[config.mk]
export PLATFORM = sky130hd
export DESIGN_NAME = debounce_bank
export DESIGN_NICKNAME = d
export VERILOG_FILES = /design/src/rtl/debounce_bank.sv
export SDC_FILE = /design/constraint.sdc
export NUM_CORES = 1
export LEC_CHECK = 0
export ABC_AREA = 1
export CELL_PAD_IN_SITES_DETAIL_PLACEMENT = 1
export CELL_PAD_IN_SITES_GLOBAL_PLACEMENT = 1
export CORE_MARGIN = 2
export CORE_UTILIZATION = 39
export DETAILED_ROUTE_END_ITERATION = 10
export PLACE_DENSITY_LB_ADDON = 0.1
export SLEW_MARGIN = 20
export SYNTH_ARGS = -nofsm -noshare
export SYNTH_HDL_FRONTEND = slang
export SYNTH_SLANG_ARGS = --single-unit
[constraint.sdc]
create_clock -name clk -period 1.2 [get_ports clk]
set_input_delay 0.12 -clock clk [delete_from_list [all_inputs] [get_ports clk]]
set_output_delay 0.12 -clock clk [all_outputs]
set_load 0.1 [all_outputs]
[src/rtl/debounce_bank.sv]
// debounce_bank: multi-channel switch debouncer driven by a shared sample tick.
//   clk      system clock, rising edge
//   rst_a    asynchronous active-low reset
//   en       enable; low freezes the tick counter and all channel state
//   btn_in   raw asynchronous inputs, one bit per channel
//   btn_db   debounced level per channel
//   btn_rise one-cycle pulse when a btn_db bit goes 0->1
//   btn_fall one-cycle pulse when a btn_db bit goes 1->0
//   tick     registered sample strobe, one cycle wide
module debounce_bank #(
   parameter int N_CH       = 4,
   parameter int TICK_MAX   = 500000,
   parameter int STABLE_CNT = 4
) (
   input  logic            clk,
   input  logic            rst_a,
   input  logic            en,
   input  logic [N_CH-1:0] btn_in,
   output logic [N_CH-1:0] btn_db,
   output logic [N_CH-1:0] btn_rise,
   output logic [N_CH-1:0] btn_fall,
   output logic            tick
);
   localparam int TW = (TICK_MAX < 1) ? 1 : $clog2(TICK_MAX + 1);
   localparam int SW = (STABLE_CNT < 1) ? 1 : $clog2(STABLE_CNT + 1);
   typedef enum logic {STABLE, CHANGING} state_t;
   logic [TW-1:0]   tick_cnt;
   logic [N_CH-1:0] meta, sync;
   logic [N_CH-1:0] db_nx, rise_nx, fall_nx;
   logic [SW-1:0]   cnt [N_CH];
   logic [SW-1:0]   cnt_nx [N_CH];
   state_t          state [N_CH];
   state_t          state_nx [N_CH];
   logic            upd;
   logic            wrap;
   assign wrap = tick_cnt >= TW'(TICK_MAX);
   assign upd  = tick & en;
   always_ff @(posedge clk or negedge rst_a)
      if (!rst_a) begin
         tick_cnt <= '0;
         tick     <= 1'b0;
      end else if (en) begin
         tick     <= wrap;
         tick_cnt <= wrap ? '0 : tick_cnt + 1'b1;
      end else
         tick <= 1'b0;
   always_ff @(posedge clk or negedge rst_a)
      if (!rst_a) begin
         meta <= '0;
         sync <= '0;
      end else begin
         meta <= btn_in;
         sync <= meta;
      end
   // cnt counts consecutive sample ticks on which sync disagreed with btn_db;
   // the disagreement is accepted on the STABLE_CNT-th such tick.
   always_comb begin
      db_nx   = btn_db;
      rise_nx = '0;
      fall_nx = '0;
      for (int i = 0; i < N_CH; i++) begin
         state_nx[i] = state[i];
         cnt_nx[i]   = cnt[i];
         if (upd) begin
            if (sync[i] == btn_db[i]) begin
               cnt_nx[i]   = '0;
               state_nx[i] = STABLE;
            end else if (cnt[i] != SW'(STABLE_CNT - 1)) begin
               cnt_nx[i]   = cnt[i] + 1'b1;
               state_nx[i] = CHANGING;
            end else begin
               db_nx[i]    = sync[i];
               rise_nx[i]  = sync[i];
               fall_nx[i]  = ~sync[i];
               cnt_nx[i]   = '0;
               state_nx[i] = STABLE;
            end
         end
      end
   end
   always_ff @(posedge clk or negedge rst_a)
      if (!rst_a) begin
         btn_db   <= '0;
         btn_rise <= '0;
         btn_fall <= '0;
         for (int i = 0; i < N_CH; i++) begin
            cnt[i]   <= '0;
            state[i] <= STABLE;
         end
      end else begin
         btn_db   <= db_nx;
         btn_rise <= rise_nx;
         btn_fall <= fall_nx;
         cnt      <= cnt_nx;
         state    <= state_nx;
      end
endmodule

==> results.yml, run 1 <==
setup_path:
  reg2reg_slack_ns: -0.12
  r2r_end: "tick_cnt[17]"
  cp.required_ns: 1.40
  path_class: "flip-flop to flip-flop"
  reg2regPathDepth: 7
  path_max_fanout: 9
  arrival_ns: 1.52
  start_kind: "flip-flop"
  r2r_start: "tick_cnt[12]"
  worst_setup_path_end_kind: "flip-flop"
logic_synthesis:
  synth.yosys.seq_area_share_pct: 53.3
  synthDistinctLibCells: 25
  synthMuxAreaShare_pct: 0
  synth_top_family_by_area: "simple AND/OR/NAND/NOR gates"
  synth_cells: 282
  yosysWarnings: 0
  synthAdderAreaFrac_pct: 3.07
  synth_area_sq_um: 2440
  syn-num-nets: 295
  synth_xor_area_share_pct: 3.59
  syn_avg_cell_area_sq_um: 8.66
  synth_compound_area_share_pct: 6.66
  ys_ff_latch: 52
  yosys.area_share.simple_pct: 27.2
power_and_ir_drop:
  p_leak_nw: 1.66
  clockPowerShare_pct: 23.4
  power_mw: 4.43
  combPwrFrac_pct: 27.1
  p_int_mw: 2.96
  p_sw_share_pct: 33.0
  power.density_nw_per_um2: 1230
  p_sw_mw: 1.46
  ir_worst_vdd_mv: 0.790
  power_frac_seq_pct: 49.5
place:
  dp_cells: 409
  io_buffers: 19
  place.detailed.hpwl_um: 4490
  dpl_cell_area_sq_um: 3220
  routabilityCongestion: 0.789
sta:
  worstMarginPinSlew_ns: 0.446
  fmax_mhz: 758
  fin_skew_ns: 0.0154
  setup_violations: 20
  layout_setup_ws_ns: -0.120
  setup_tns_ns: -1.82
  period_minus_slack_ns: 1.32
  finalHoldViolCount: 0
  finalMaxSlewViolations: 0
  max_slew_margin_pct: 70.3
  rsz0062_at_grt: "yes"
  min_period_over_period_pct: 110
cells_and_area:
  layout_common_cells: "59 x nand2_1, 45 x dfrtp_1, 32 x buf_4"
  drive_gt1_share_pct: 37.2
  syn_to_final_growth_pct: 47.6
  nFillCells: 665
  final_cells: 424
  final_nets: 361
  layout_commonest_cell: "nand2_1"
  utilization_pct: 60.2
  design_area_sq_um: 3600
  num_antenna_cells: 0
detailed_routing:
  wl_per_cell_um: 15.4
  via_count: 2105
  drc: 0
  ant_nets: 0
  vias_per_cell: 4.96
  drt-pass1-iter-count: 4
  drtIter0Drc: 51
  drt-total-wl_um: 6550
min_path:
  hold_path_depth: 1
  hp-start: "btn_in[2]"
  hp-class: "input pin to flip-flop"
  min_to: "meta[2]"
global_routing:
  globalRouteTotalUtil_pct: 18.9
  grt_pass1_vias: 2323
  grt_overflow: 0
  grt_pass1_wl_um: 10500
  antenna_found_initial: 0
  grt_start_max_net_pins: 21
clock_tree:
  htreeDepth: 2
  worst_skew_pair.late_latency_ns: 0.31
  clock-sinks: 52
  clockRootBuffer: "clkbuf_8"
  clockBufferDepth: 2
  cts_tree: "done"
  clkTransAtPathRegs_ns: 0.11
  cts_made_buffers: 5
floorplanning:
  core_area_sq_um: 5990
  dieHeight_um: 83.1
  start_util_pct: 40.8
  rows: 28
  die-area_sq_um: 6910
  fp.dieW_um: 83.1
  ioPinCount: 20
status:
  violations: "negative setup slack"
  status: "complete, but fails checks"
job:
  cap_violations: 0
## state kept, by name, indices dropped and copies added, names as in the netlist
| signal | cells |
|---|---|
| btn_db | 4 |
| btn_fall | 4 |
| btn_rise | 4 |
| cnt | 12 |
| meta | 4 |
| sync | 4 |
| tick | 1 |
| tick_cnt | 19 |
## layer usage
metal  wire, um  GRT usage, %  up-vias
li1           -             -     1026
met5          0             0        -
met4        154          7.60        0
met1       2800          22.8     1044
met3        122          3.08       12
met2       3470          33.5       23
## logic make-up (layout without fill, tap and decap cells)
logic type	count (synthesis)	count (layout)
fa+ha+maj	6	6
buf+inv	35	102
simple gates	154	154
xor+xnor	10	10
flops	52	52
compound gates	25	25
## what timing repair did
item | CTS | global route
endpoints found under the setup margin | 21 | 28
endpoints found under the hold margin | 15 | 0
pin swaps | 6 | 16
resized for setup | 19 | 47
setup buffers | 1 | 5
hold buffers | 1 | 0
## final cells by class
class / instances / area, sq um / area share (%)
Timing Repair Buffer: 62 / 704 / 19.5
Multi-Input combinational cell: 195 / 1270 / 35.3
Tap cell: 75 / 93.8 / 2.60
Inverter: 32 / 123 / 3.40
Clock buffer: 6 / 72.6 / 2.01
Sequential cell: 52 / 1320 / 36.7
Clock inverter: 2 / 16.3 / 0.451
## critical path, cell delays in order, from the launching register on
cell     delay [ns]
dfrtp_2        0.44
nor2_2         0.11
nand3_1        0.09
nor2_2         0.11
nand2_2        0.08
a21oi_4        0.15
buf_6          0.16
nor2_1         0.06
## worst max-delay path by stage
stage            startpoint      endpoint  cells after the start
2_1_floorplan          tick        cnt[3]                      5
3_3_place_gp             en  tick_cnt[12]                      9
3_5_place_dp             en  tick_cnt[12]                      9
4_1_cts        tick_cnt[12]   tick_cnt[9]                      7
5_1_grt         tick_cnt[0]   tick_cnt[9]                      6
6_report       tick_cnt[12]  tick_cnt[17]                      7
## through the flow
stage          hold WS, ns  setup WS (ns)
5_1_grt              0.228         -0.240
4_1_cts              0.238         -0.112
6_report             0.243         -0.120
2_1_floorplan       -0.176        -0.0777
3_3_place_gp        0.0837         -0.326
3_5_place_dp        0.0848         -0.356
## power groups by stage
stage          clock network, mW  registers [mW]  logic, mW
6_report                    1.04            2.19       1.20
2_1_floorplan                  0            2.17      0.465
4_1_cts                     1.05            2.15       1.03
3_5_place_dp                   0            2.18      0.973
5_1_grt                     1.14            2.22       1.34
3_3_place_gp                   0            2.17      0.931
## synthesized netlist by cell type
master	instances	area (sq um)
o21bai_1	2	15.0
inv_1	30	113
nand2_2	2	12.5
o21ai_0	12	60.1
dfrtp_1	52	1300
xor2_1	9	78.8
nand2_4	1	11.3
nor3_1	3	15.0
clkbuf_8	1	13.8
a21oi_4	1	16.3
ha_1	6	75.1
nand2_1	67	251
o31ai_1	4	30.0
o22ai_1	1	6.26
buf_4	1	7.51
o21ai_1	1	5.00
xnor2_1	1	8.76
nand3_1	25	125
buf_6	1	11.3
nand4_1	6	37.5
nor2_4	1	11.3
nor2_2	6	37.5
inv_2	2	7.51
a21boi_0	4	30.0
nor2_1	43	161
No activity file was read; power rests on OpenSTA's default activity.
==> inputs of run 2 (changes only) <==
--- a/config.mk
+++ b/config.mk
@@ -12,7 +12,7 @@
 export CORE_UTILIZATION = 39
 export DETAILED_ROUTE_END_ITERATION = 10
 export PLACE_DENSITY_LB_ADDON = 0.1
-export SLEW_MARGIN = 20
+export SETUP_SLACK_MARGIN = 0.1
 export SYNTH_ARGS = -nofsm -noshare
 export SYNTH_HDL_FRONTEND = slang
 export SYNTH_SLANG_ARGS = --single-unit
==> run 2 against run 1 <==
  * The run still ends with negative setup slack left
  * Register-to-register slack got worse by 0.12 ns
  * Setup slack worse by 0.12 ns
  * Combinational power grew 14%
  * Hold slack lost 0.018 ns
  * Sequential cell count unchanged
  * Via count up 4.8%
  * Critical endpoint is now tick_cnt[13]
==> results.yml, run 2 (synthesis gave the netlist of run 1 again) <==
setup_path:
  reg2regPathDepth: 8
  cp.required_ns: 1.41
  path_class: "flip-flop to flip-flop"
  path_max_fanout: 3
  reg2reg_slack_ns: -0.24
  arrival_ns: 1.64
  critPathSlowestCell: "dfrtp_1"
  r2r_end: "tick_cnt[13]"
  cp_slowest_stage_delay_ns: 0.43
  start_kind: "flip-flop"
  path_cells: "buf_4 > nand2_1 > nor2_4 > nand3_1 > nor2_2 > nand3_1 > nand2_1 > nor2_1"
  r2r_start: "tick_cnt[1]"
  worst_setup_path_end_kind: "flip-flop"
clock_tree:
  htreeDepth: 2
  cts_made_buffers: 5
  clkTransAtPathRegs_ns: 0.11
  clockBufferDepth: 2
  worst_skew_pair.late_latency_ns: 0.32
  clock-sinks: 52
  clockRootBuffer: "clkbuf_8"
  cts_tree: "done"
status:
  violations: "negative setup slack"
  status: "complete, but fails checks"
min_path:
  hp-start: "btn_in[3]"
  hp-class: "input pin to flip-flop"
  hold_path_depth: 1
  min_to: "meta[3]"
cells_and_area:
  top_register: "tick_cnt"
  top_regs: "tick_cnt: 19 flops, cnt: 12 flops"
  design_area_sq_um: 3800
  layout_commonest_cell: "nand2_1"
  num_antenna_cells: 0
  drive_gt1_share_pct: 47.2
  utilization_pct: 63.5
  layout_common_cells: "54 x nand2_1, 40 x buf_4, 38 x dfrtp_1"
  largest_reg_flops: 19
  final_nets: 370
  syn_to_final_growth_pct: 55.6
place:
  place.detailed.hpwl_um: 4610
  dpl_cell_area_sq_um: 3220
  routabilityCongestion: 0.798
  io_buffers: 19
power_and_ir_drop:
  p_sw_mw: 1.56
  clockPowerShare_pct: 22.6
  power.density_nw_per_um2: 1210
  combPwrFrac_pct: 29.7
  p_sw_share_pct: 33.9
  power_frac_seq_pct: 47.7
  p_leak_nw: 1.72
  p_int_mw: 3.05
  ir_worst_vdd_mv: 0.824
sta:
  finalMaxSlewViolations: 0
  min_period_over_period_pct: 120
  rsz0062_at_grt: "yes"
  hold_slack_ns: 0.225
  fin_skew_ns: 0.0159
  fmax_mhz: 697
  max_slew_margin_pct: 81.1
  period_minus_slack_ns: 1.44
  setup_violations: 20
  worstMarginPinSlew_ns: 0.281
  layout_setup_ws_ns: -0.236
  finalHoldViolCount: 0
global_routing:
  antenna_found_initial: 0
  grt_pass1_vias: 2322
  grt_overflow: 0
  globalRouteTotalUtil_pct: 20.3
  grt_pass1_wl_um: 11200
  grt_start_max_net_pins: 53
floorplanning:
  ioPinCount: 20
  fp.dieW_um: 83.1
  core_area_sq_um: 5990
  start_util_pct: 40.8
  rows: 28
  die-area_sq_um: 6910
  dieHeight_um: 83.1
detailed_routing:
  drt-total-wl_um: 8030
  drtIter0Drc: 50
  wl_met3_um: 143
  drt-pass1-iter-count: 4
  ant_nets: 0
  top_layer_used: "met4"
  wl_met2_um: 4410
  wl_per_cell_um: 18.5
  via_count: 2207
  met1_length_um: 3220
  drc: 0
  vias_per_cell: 5.10
job:
  cap_violations: 0
run 2: layout make-up:
cell class                 count  area, sq um
fill                         643         2190
multi-input combinational    195         1380
sequential                    52         1330
timing repair buffer          71          776
inverter                      32          128
tap                           75         93.8
clock buffer                   6         72.6
clock inverter                 2         16.3
run 2: worst max path at each step:
stage                       startpoint           end  slack, ns  depth (start not counted)
final                      tick_cnt[1]  tick_cnt[13]      -0.24                          8
after CTS                 tick_cnt[12]   tick_cnt[4]      -0.14                          7
after global routing       tick_cnt[1]  tick_cnt[13]      -0.29                          8
after global placement              en  tick_cnt[12]      -0.31                          9
after floorplan                   tick        cnt[3]      -0.08                          5
after detailed placement            en  tick_cnt[12]      -0.38                          9
run 2: routing by layer:
metal / global-route usage [%] / vias to the layer above
met4: 7.90 / 0
met3: 2.68 / 21
met1: 24.4 / 1111
met5: 0 / -
li1: - / 1041
met2: 36.6 / 34
run 2: power by group through the flow:
stage / clock [mW] / sequential, mW / combinational, mW
floorplan: 0 / 2.17 / 0.467
global placement: 0 / 2.17 / 0.984
detailed placement: 0 / 2.18 / 1.04
CTS: 1.05 / 2.16 / 1.15
global route: 1.15 / 2.23 / 1.51
finish: 1.04 / 2.20 / 1.37
run 2: repair_timing:
item	4_1_cts	5_1_grt
gates resized for setup	31	77
pin swaps	6	27
setup buffers	5	10
hold buffers	1	0
hold endpoints to repair	52	0
setup endpoints to repair	38	44
run 2: critical path: cells and delay by family, from the launching register on:
family / cells / cell delay [ns]
AND/OR/NAND/NOR: 7 / 0.75
flip-flops: 1 / 0.43
buffers and inverters: 1 / 0.16
run 2: stage by stage:
step	worst slack, ns	std cells	setup TNS (ns)	power [mW]
after floorplan	-0.0786	282	-0.976	2.64
after global placement	-0.314	409	-5.42	3.15
after detailed placement	-0.376	409	-8.26	3.22
after CTS	-0.142	423	-2.41	4.37
after global routing	-0.291	433	-4.76	4.89
final	-0.236	433	-2.94	4.61
==> inputs of run 3 (changes only) <==
--- a/config.mk
+++ b/config.mk
@@ -11,8 +11,9 @@
 export CORE_MARGIN = 2
 export CORE_UTILIZATION = 39
 export DETAILED_ROUTE_END_ITERATION = 10
-export PLACE_DENSITY_LB_ADDON = 0.1
+export PLACE_DENSITY = 0.84
 export SETUP_SLACK_MARGIN = 0.1
+export SLEW_MARGIN = 30
 export SYNTH_ARGS = -nofsm -noshare
 export SYNTH_HDL_FRONTEND = slang
 export SYNTH_SLANG_ARGS = --single-unit
==> run 3 against run 2 <==
  * The flow still finishes with violations (negative setup slack)
  * Routed wire length decreased by 5.9%
  * Clock skew shrank 0.0091 ns
  * Clock power hardly changed
  * Largest cell class unchanged
  * Non-clock buffer count down 14
  * Largest power group unchanged
==> results.yml, run 3 (synthesis gave the netlist of run 1 again) <==
clock_tree:
  cts_tree: "done"
  htreeDepth: 2
  clockRootBuffer: "clkbuf_8"
  worst_skew_pair.late_latency_ns: 0.31
  cts_made_buffers: 5
  clkTransAtPathRegs_ns: 0.10
  clockBufferDepth: 2
  clock-sinks: 52
global_routing:
  grt_pass1_vias: 2329
  grt_pass1_wl_um: 11200
  globalRouteTotalUtil_pct: 20.1
  antenna_found_initial: 0
  grt_start_max_net_pins: 53
  grt_overflow: 0
power_and_ir_drop:
  power.density_nw_per_um2: 1210
  ir_worst_vdd_mv: 0.752
  p_leak_nw: 1.63
place:
  place.detailed.hpwl_um: 4540
  routabilityCongestion: 0.852
  dpl_cell_area_sq_um: 3120
  io_buffers: 19
  dp_cells: 399
sta:
  setup_violations: 20
  min_period_over_period_pct: 116
  worstMarginPinSlew_ns: 0.280
  finalHoldViolCount: 0
  fmax_mhz: 717
  rsz0062_at_grt: "yes"
  finalMaxSlewViolations: 0
  fin_skew_ns: 0.00678
  period_minus_slack_ns: 1.39
  layout_setup_ws_ns: -0.194
  max_slew_margin_pct: 81.4
cells_and_area:
  layout_commonest_cell: "nand2_1"
  design_area_sq_um: 3610
  nFillCells: 654
  syn_to_final_growth_pct: 48.0
  final_nets: 356
  final_cells: 419
  layout_common_cells: "56 x nand2_1, 42 x dfrtp_1, 30 x buf_4"
  top_regs: "tick_cnt: 19 flops, cnt: 12 flops"
  top_register: "tick_cnt"
  num_antenna_cells: 0
  drive_gt1_share_pct: 42.2
  largest_reg_flops: 19
detailed_routing:
  drc: 0
  vias_per_cell: 5.29
  ant_nets: 0
  via_count: 2216
  drt-pass1-iter-count: 4
  drt-total-wl_um: 7560
  drtIter0Drc: 107
  wl_per_cell_um: 18.0
setup_path:
  worst_setup_path_end_kind: "flip-flop"
  path_class: "flip-flop to flip-flop"
  path_max_fanout: 3
  worst-path-buf-inv: 1
  path_cells: "buf_4 > nand3_1 > nor2_2 > nand3_2 > xor2_1 > nor2_1"
  critPathSlowestCell: "dfrtp_1"
  cp_slowest_stage_delay_ns: 0.38
  start_kind: "flip-flop"
  arrival_ns: 1.62
  cp.required_ns: 1.43
  cp_top_family: "simple AND/OR/NAND/NOR gates"
status:
  status: "complete, but fails checks"
  violations: "negative setup slack"
job:
  cap_violations: 0
floorplanning:
  rows: 28
  core_area_sq_um: 5990
  fp.dieW_um: 83.1
  ioPinCount: 20
  start_util_pct: 40.8
  die-area_sq_um: 6910
  dieHeight_um: 83.1
min_path:
  hp-class: "input pin to flip-flop"
==> run 3: cell count changes in the layout (fill, tap and decap cells not counted), moves of 2 or more <==
cell | previous run | this run
buf_4 | 40 | 30
buf_6 | 8 | 6
ha_1 | 0 | 2
inv_1 | 24 | 26
dfrtp_2 | 9 | 5
nand2_1 | 54 | 56
dfrtp_1 | 38 | 42
buf_12 | 16 | 14
nand2_4 | 3 | 1
ha_4 | 2 | 0
==> run 3: layout make-up <==
| cell class | instances | area, sq um | area share [%] |
|---|---|---|---|
| well taps | 75 | 93.8 | 2.60 |
| multi-input cells | 195 | 1340 | 37.1 |
| repair buffers | 57 | 638 | 17.7 |
| flip-flops and latches | 52 | 1330 | 36.7 |
| inverters | 32 | 128 | 3.53 |
| clock inverters | 2 | 16.3 | 0.450 |
| clock buffers | 6 | 72.6 | 2.01 |
==> run 3: what timing repair did <==
action                                  4_1_cts  5_1_grt
setup buffers                                 4        6
endpoints found under the setup margin       37       41
resized for setup                            41       53
cloned                                        0        1
pin swaps                                    14       21
hold buffers                                  1        0
hold endpoints to repair                     52        0
==> run 3: where the power goes <==
part,total [mW],switching [mW],leakage (nW),internal (mW)
logic,1.16,0.637,0.919,0.526
registers,2.19,0.229,0.669,1.96
clock network,1.02,0.599,0.0414,0.416
total,4.37,1.46,1.63,2.91
==> run 3: path summary, 6_finish.rpt <==
check                      depth (start not counted)   startpoint     endpoint  slack [ns]
setup / recovery                                   6  tick_cnt[0]  tick_cnt[9]       -0.19
hold / removal                                     1    btn_in[2]      meta[2]        0.24
setup reg to reg                                   6  tick_cnt[0]  tick_cnt[9]       -0.19
hold reg to reg                                    0      meta[3]      sync[3]        0.36
max in group asynchronous                          3        rst_a    btn_db[0]        0.62
min in group asynchronous                          3        rst_a      sync[3]        0.32
==> run 3: through the flow <==
stage                     setup TNS [ns]  util, %  setup WS, ns  power (mW)  hold slack (ns)
after global placement             -4.94     52.0        -0.289        3.04            0.136
final                              -2.94     60.3        -0.194        4.37            0.239
after detailed placement           -7.22     52.0        -0.387        3.12            0.140
after global routing               -4.26     60.3        -0.265        4.63            0.231
after floorplan                   -0.976        -       -0.0786        2.64           -0.176
after CTS                          -1.97     56.4        -0.140        4.24            0.239
==> run 3: layer usage <==
metal,vias to the layer above,track usage [%],wire length (um)
li1,1010,-,-
met5,-,0,0
met4,0,4.32,119
met1,1147,23.7,3020
met2,43,38.0,4250
met3,16,3.38,165
